File: config.mk
export PLATFORM = sky130hd
export DESIGN_NAME = decoder
export DESIGN_NICKNAME = d
export VERILOG_FILES = /design/src/rtl/decoder.sv
export SDC_FILE = /design/constraint.sdc
export NUM_CORES = 1
export LEC_CHECK = 0
export CORE_AREA = 2 2 39 41
export CTS_CLUSTER_DIAMETER = 150
export DETAILED_ROUTE_END_ITERATION = 8
export DIE_AREA = 0 0 41 43
export SLEW_MARGIN = 20
export SYNTH_ARGS = -nofsm -noshare
export SYNTH_HDL_FRONTEND = slang
export SYNTH_SLANG_ARGS = --single-unit
export TNS_END_PERCENT = 100
File: constraint.sdc
create_clock -name clk -period 1.1 [get_ports clk]
set_input_delay 0.22 -clock clk [delete_from_list [all_inputs] [get_ports clk]]
set_output_delay 0.22 -clock clk [all_outputs]
set_load 0.005 [all_outputs]
File: src/rtl/decoder.sv
// -----------------------------------------------------------------------------
// decoder -- system bus address decoder
//
// Purpose:
//   Samples the bus address every clock and decodes its upper four bits (the
//   region tag) into one of three registered slave selects. A 2-bit read-mux
//   select (SELR) follows one cycle behind the selects, so it lines up with
//   the slave read data that returns after the select has been seen.
//
// Parameters:
//   ADDR_WIDTH  bus address width (minimum 4)
//   S1_BASE     region tag for slave 1 (highest priority)
//   S2_BASE     region tag for slave 2
//   S3_BASE     region tag for slave 3 (lowest priority)
//
// Ports:
//   clk         bus clock, rising edge
//   rst_n       asynchronous active-low reset
//   addr        bus address; only addr[ADDR_WIDTH-1 -: 4] matters
//   slave1_sel  slave 1 select (1 cycle after addr)
//   slave2_sel  slave 2 select (1 cycle after addr)
//   slave3_sel  slave 3 select (1 cycle after addr)
//   SELR        read-mux select, 00 none / 01 s1 / 10 s2 / 11 s3 (2 cycles)
//   addr_err    unmapped-address flag, 1 cycle after addr
//               (only present when DECODER_ERR_EN is defined)
//
// Build option:
//   DECODER_ERR_EN  adds the addr_err output and its stage-1 register.
// -----------------------------------------------------------------------------
module decoder #(
  parameter int unsigned ADDR_WIDTH = 16,
  parameter logic [3:0]  S1_BASE    = 4'h0,
  parameter logic [3:0]  S2_BASE    = 4'h1,
  parameter logic [3:0]  S3_BASE    = 4'h2
) (
  input  logic                  clk,
  input  logic                  rst_n,
  input  logic [ADDR_WIDTH-1:0] addr,
  output logic                  slave1_sel,
  output logic                  slave2_sel,
  output logic                  slave3_sel,
  output logic [1:0]            SELR
`ifdef DECODER_ERR_EN
  ,
  output logic                  addr_err
`endif
);

  logic [3:0] tag;
  assign tag = addr[ADDR_WIDTH-1 -: 4];

  // Offset bits are deliberately ignored by the decode.
  generate
    if (ADDR_WIDTH > 4) begin : g_offset
      logic unused_offset;
      assign unused_offset = ^addr[ADDR_WIDTH-5:0];
    end
  endgenerate

  // Stage 1: one-hot selects {s3,s2,s1} and their encoded form.
  logic [2:0] sel_d,  sel_q;
  logic [1:0] code_d, code_q;
  // Stage 2: read-mux select.
  logic [1:0] selr_q;

  // Priority chain: an equal base for a lower-numbered slave wins, so the
  // selects stay one-hot even with duplicate bases. A tag carrying X/Z never
  // compares true and falls through to the unmapped default.
  always_comb begin
    sel_d  = 3'b000;
    code_d = 2'b00;
    if (tag == S1_BASE) begin
      sel_d  = 3'b001;
      code_d = 2'b01;
    end else if (tag == S2_BASE) begin
      sel_d  = 3'b010;
      code_d = 2'b10;
    end else if (tag == S3_BASE) begin
      sel_d  = 3'b100;
      code_d = 2'b11;
    end
  end

  always_ff @(posedge clk or negedge rst_n) begin
    if (!rst_n) begin
      sel_q  <= 3'b000;
      code_q <= 2'b00;
      selr_q <= 2'b00;
    end else begin
      sel_q  <= sel_d;
      code_q <= code_d;
      selr_q <= code_q;
    end
  end

  assign slave1_sel = sel_q[0];
  assign slave2_sel = sel_q[1];
  assign slave3_sel = sel_q[2];
  assign SELR       = selr_q;

`ifdef DECODER_ERR_EN
  logic err_d, err_q;

  // Unmapped exactly when no select was produced by the decode.
  assign err_d = (sel_d == 3'b000);

  always_ff @(posedge clk or negedge rst_n) begin
    if (!rst_n) begin
      err_q <= 1'b0;
    end else begin
      err_q <= err_d;
    end
  end

  assign addr_err = err_q;
`endif

endmodule

# [Word level (Yosys, flattened, before mapping)]
# Index checks and enable logic that the tools add are counted.
[totals] in_bits=18 out_inout_bits=5 register_bits=7
[classes] n_mux=6 n_eq_ne=2 reduce_logical=1
[ops] operator="2-to-1 mux 3 bit" count=3
[ops] operator="2-to-1 mux 2 bit" count=3
[ops] operator="== test 4 x 1 -> 1 bit (second input constant)" count=1
[ops] operator="== test 4 x 2 -> 1 bit (second input constant)" count=1
[ops] operator="logical NOT 4 bit" count=1

# [Longest topological paths before layout]
[logic_depth] word_depth=4 mapped_depth=2 depth_no_buf=2

# [Worst setup path before layout]
# No wires, ideal clock.
[synth_path] kind="input-to-reg" startpoint="in addr[15]" endpoint="reg sel_q[0]" n_path_buf=0 arrival_ns=0.561 stages=2 path_slack_ns=0.459 required_ns=1.020 path_cell_list="or2_4 -> nor3_2"
[synth_between] elab_chain_cells=3 elab_cells_between_ends=4
[synth_lines] item="start: declaration" line_no="38" text="input logic [ADDR_WIDTH-1:0] addr,"
[synth_lines] item="== test 4 x 1 -> 1 bit" line_no="75" text="end else if (tag == S2_BASE) begin"
[synth_lines] item="2-to-1 mux 3 bit" line_no="75"
[synth_lines] item="2-to-1 mux 3 bit *" line_no="72" text="if (tag == S1_BASE) begin"
[synth_lines] item="net sel_d[0]" line_no="61" text="logic [2:0] sel_d, sel_q;"
[synth_lines] item="end signal: assignment" line_no="90" text="sel_q <= sel_d;"
[synth_lines] item="end: declaration" line_no="61"
# The timed path passes the listed nets; every way through them passes the cells marked *.

# [Worst setup path after layout]
[layout_path] startpoint="reg sel_q[1]" endpoint="out slave2_sel"
[layout_lines] item="end: declaration" line_no="40" text="output logic slave2_sel,"
# No word-level cell between the ends.

==> flow_metrics.tcl <==
set metrics [dict create \
    grt_antenna_before_repair 0 \
    fp-row-count 14 \
    yosys-mux-area-fraction 0 \
    setup_violations 0 \
    fin_area_sq_um 372.9 \
    relSlewSlack 0.8124 \
    met1_length_um 130 \
    path_max_fanout 1 \
    fp.dieW_um 41 \
    hold_class "in -> async" \
    routed_wl_um 363 \
    finClkSkew_ns 0.0006965 \
    final_cells 45 \
    r2r_slack_ns 0.63 \
    syn_avg_cell_area_sq_um 15.10 \
    synthSimpleGateAreaFrac 0.1878 \
    core-area_sq_mm 0.001384 \
    routedWlPerCell_um 8.067 \
    netlist_instances 15 \
    path_cells "clkdlybuf4s15_1" \
    period_minus_slack_ns 1.031 \
    clockBufferDepth 2 \
    arrival_ns 0.81 \
    synth_top_family_by_area "simple AND/OR/NAND/NOR gates" \
    seq_area_frac_synth 0.7735 \
    drcViolationCount 0 \
    nets 48 \
    timing.rr.start "code_q[0]" \
    initial_utilization 0.1637 \
    reg2reg_to "SELR[0]" \
    area_growth_pct 64.64 \
    grt.overflow.total 0 \
    place_congestion 0.5731 \
    clock_sinks 7 \
    dp.final_hpwl_um 309.5 \
    die_h_um 43 \
    fmax_mhz 970.4 \
    p_total_uw 540.1 \
    ios 23 \
    synth_fa_ha_area_frac 0 \
    clk_pin_slew_ns 0.05 \
    cpPeakStageDelay_ns 0.36 \
    ctsHoldBuffers 0 \
    vdd_drop_max_mv 0.3059 \
    clk_latency_ns 0.24 \
    rsz0062_at_grt "no" \
    numCtsBuffers 3 \
    worstPathRequired_ns 0.88 \
    status "completed" \
    leakage_nw 0.1690 \
    synthesis.area_sq_um 226.5 \
    cp-start-kind "flop" \
    ctsRootBufferMaster "clkbuf_4" \
    critPathSlowestCell "dfrtp_1" \
    fin_setup_tns_ns 0 \
    antennaDiodeCount 0 \
    grt.total_usage 0.06091 \
    die_area_sq_mm 0.001763 \
    cap_violations 0 \
    period_share 0.9368 \
    antenna_left 0 \
    setup_ws_ns 0.06947 \
    worst_pin_slew_ns 0.2805 \
    whs_ns 0.2183 \
    yosys_register_bits 7 \
    crit_type "reg -> out" \
    grt_pass1_vias 164 \
    finish.utilization 0.2694 \
    dp_cells 41 \
    dr_wl_met3_um 67 \
    slew_viol_final 0 \
    routed.top_layer "met3" \
    crit_path_end_kind "output port" \
    dr.first_iter.drc_count 1 \
    critPathTopFamily "flip-flops" \
    grt_max_degree 8 \
    ff2ff_path_depth 0 \
    wl_met2_um 165 \
    post_dp_cell_area_sq_um 346.6 \
    crit_buf_inv 1 \
    synth_cell_types 6 \
    vias 155 \
    synth_compound_area_frac 0.03867 \
    htreeDepth 1 \
    synth_xor_area_frac 0 \
    yosysWarnings 0 \
    hold_viol_final 0 \
    powerDensity_mw_per_mm2 1449 \
    viasPerCell 3.444 \
    dr.pass1.iters 2 \
    io_buffers 10 \
    cts_tree "yes" \
    drive_above_1_share 0.2069 \
    synth.net_count 33 \
    grt_pass1_wl_um 621 \
    place_ws_ns 0.009347 \
]
-- cell families (layout without fill, tap and decap cells) --
| group | count (synthesis) | after routing |
|---|---|---|
| and+or+nand+nor | 7 | 7 |
| buffers and inverters | 0 | 14 |
| DFF | 7 | 7 |
| AOI/OAI and AO/OA | 1 | 1 |
-- worst max path at each step --
stage	from	end	cells past startpoint
2_1_floorplan	addr[15]	sel_q[0]	2
3_3_place_gp	addr[12]	code_q[1]	3
3_5_place_dp	addr[15]	sel_q[2]	3
6_report	sel_q[1]	slave2_sel	1
5_1_grt	sel_q[1]	slave2_sel	1
4_1_cts	sel_q[0]	slave1_sel	1
-- cell usage in the layout (no fill, tap or decap) --
cell type / count
nand2b_1: 2
or2_4: 1
clkdlybuf4s50_1: 5
a21oi_2: 1
clkbuf_4: 3
dfrtp_1: 7
nor3_2: 1
clkbuf_1: 1
nor2_1: 3
clkdlybuf4s15_1: 5
-- synthesized netlist by cell type --
| library cell | instances | share of area |
|---|---|---|
| nor2_1 | 3 | 0.050 |
| nor3_2 | 1 | 0.044 |
| dfrtp_1 | 7 | 0.77 |
| a21oi_2 | 1 | 0.039 |
| or2_4 | 1 | 0.039 |
| nand2b_1 | 2 | 0.055 |
-- report_power, final --
part / internal [mW] / switching [mW] / total, mW
clock: 0.138 / 0.0864 / 0.224
sequential: 0.267 / 0.00213 / 0.269
combinational: 0.0286 / 0.0184 / 0.0471
total: 0.433 / 0.107 / 0.540
-- state kept, by name, summed over array words and instances (netlist names) --
signal and flops:
code_q 2, sel_q 3, SELR 2
-- routing by layer --
| metal | GRT usage | vias up |
|---|---|---|
| met3 | 0.04712 | 0 |
| met2 | 0.07500 | 11 |
| met4 | 0.06000 | 0 |
| met1 | 0.06000 | 68 |
| li1 | - | 76 |
| met5 | 0 | - |
-- cell type report --
cell class / instances / area [sq um]
multi-input combinational: 8 / 51.30
timing repair buffer: 10 / 100.1
clock buffer: 4 / 26.28
tap: 16 / 20.02
fill: 149 / 1011
sequential: 7 / 175.2
-- repair_timing --
item                                    in CTS  in global routing
setup buffers                                0                  0
cloned                                       0                  0
resized for setup                            6                  4
endpoints found under the setup margin       5                  4
Note: power is estimated with default switching activity, not from simulation.
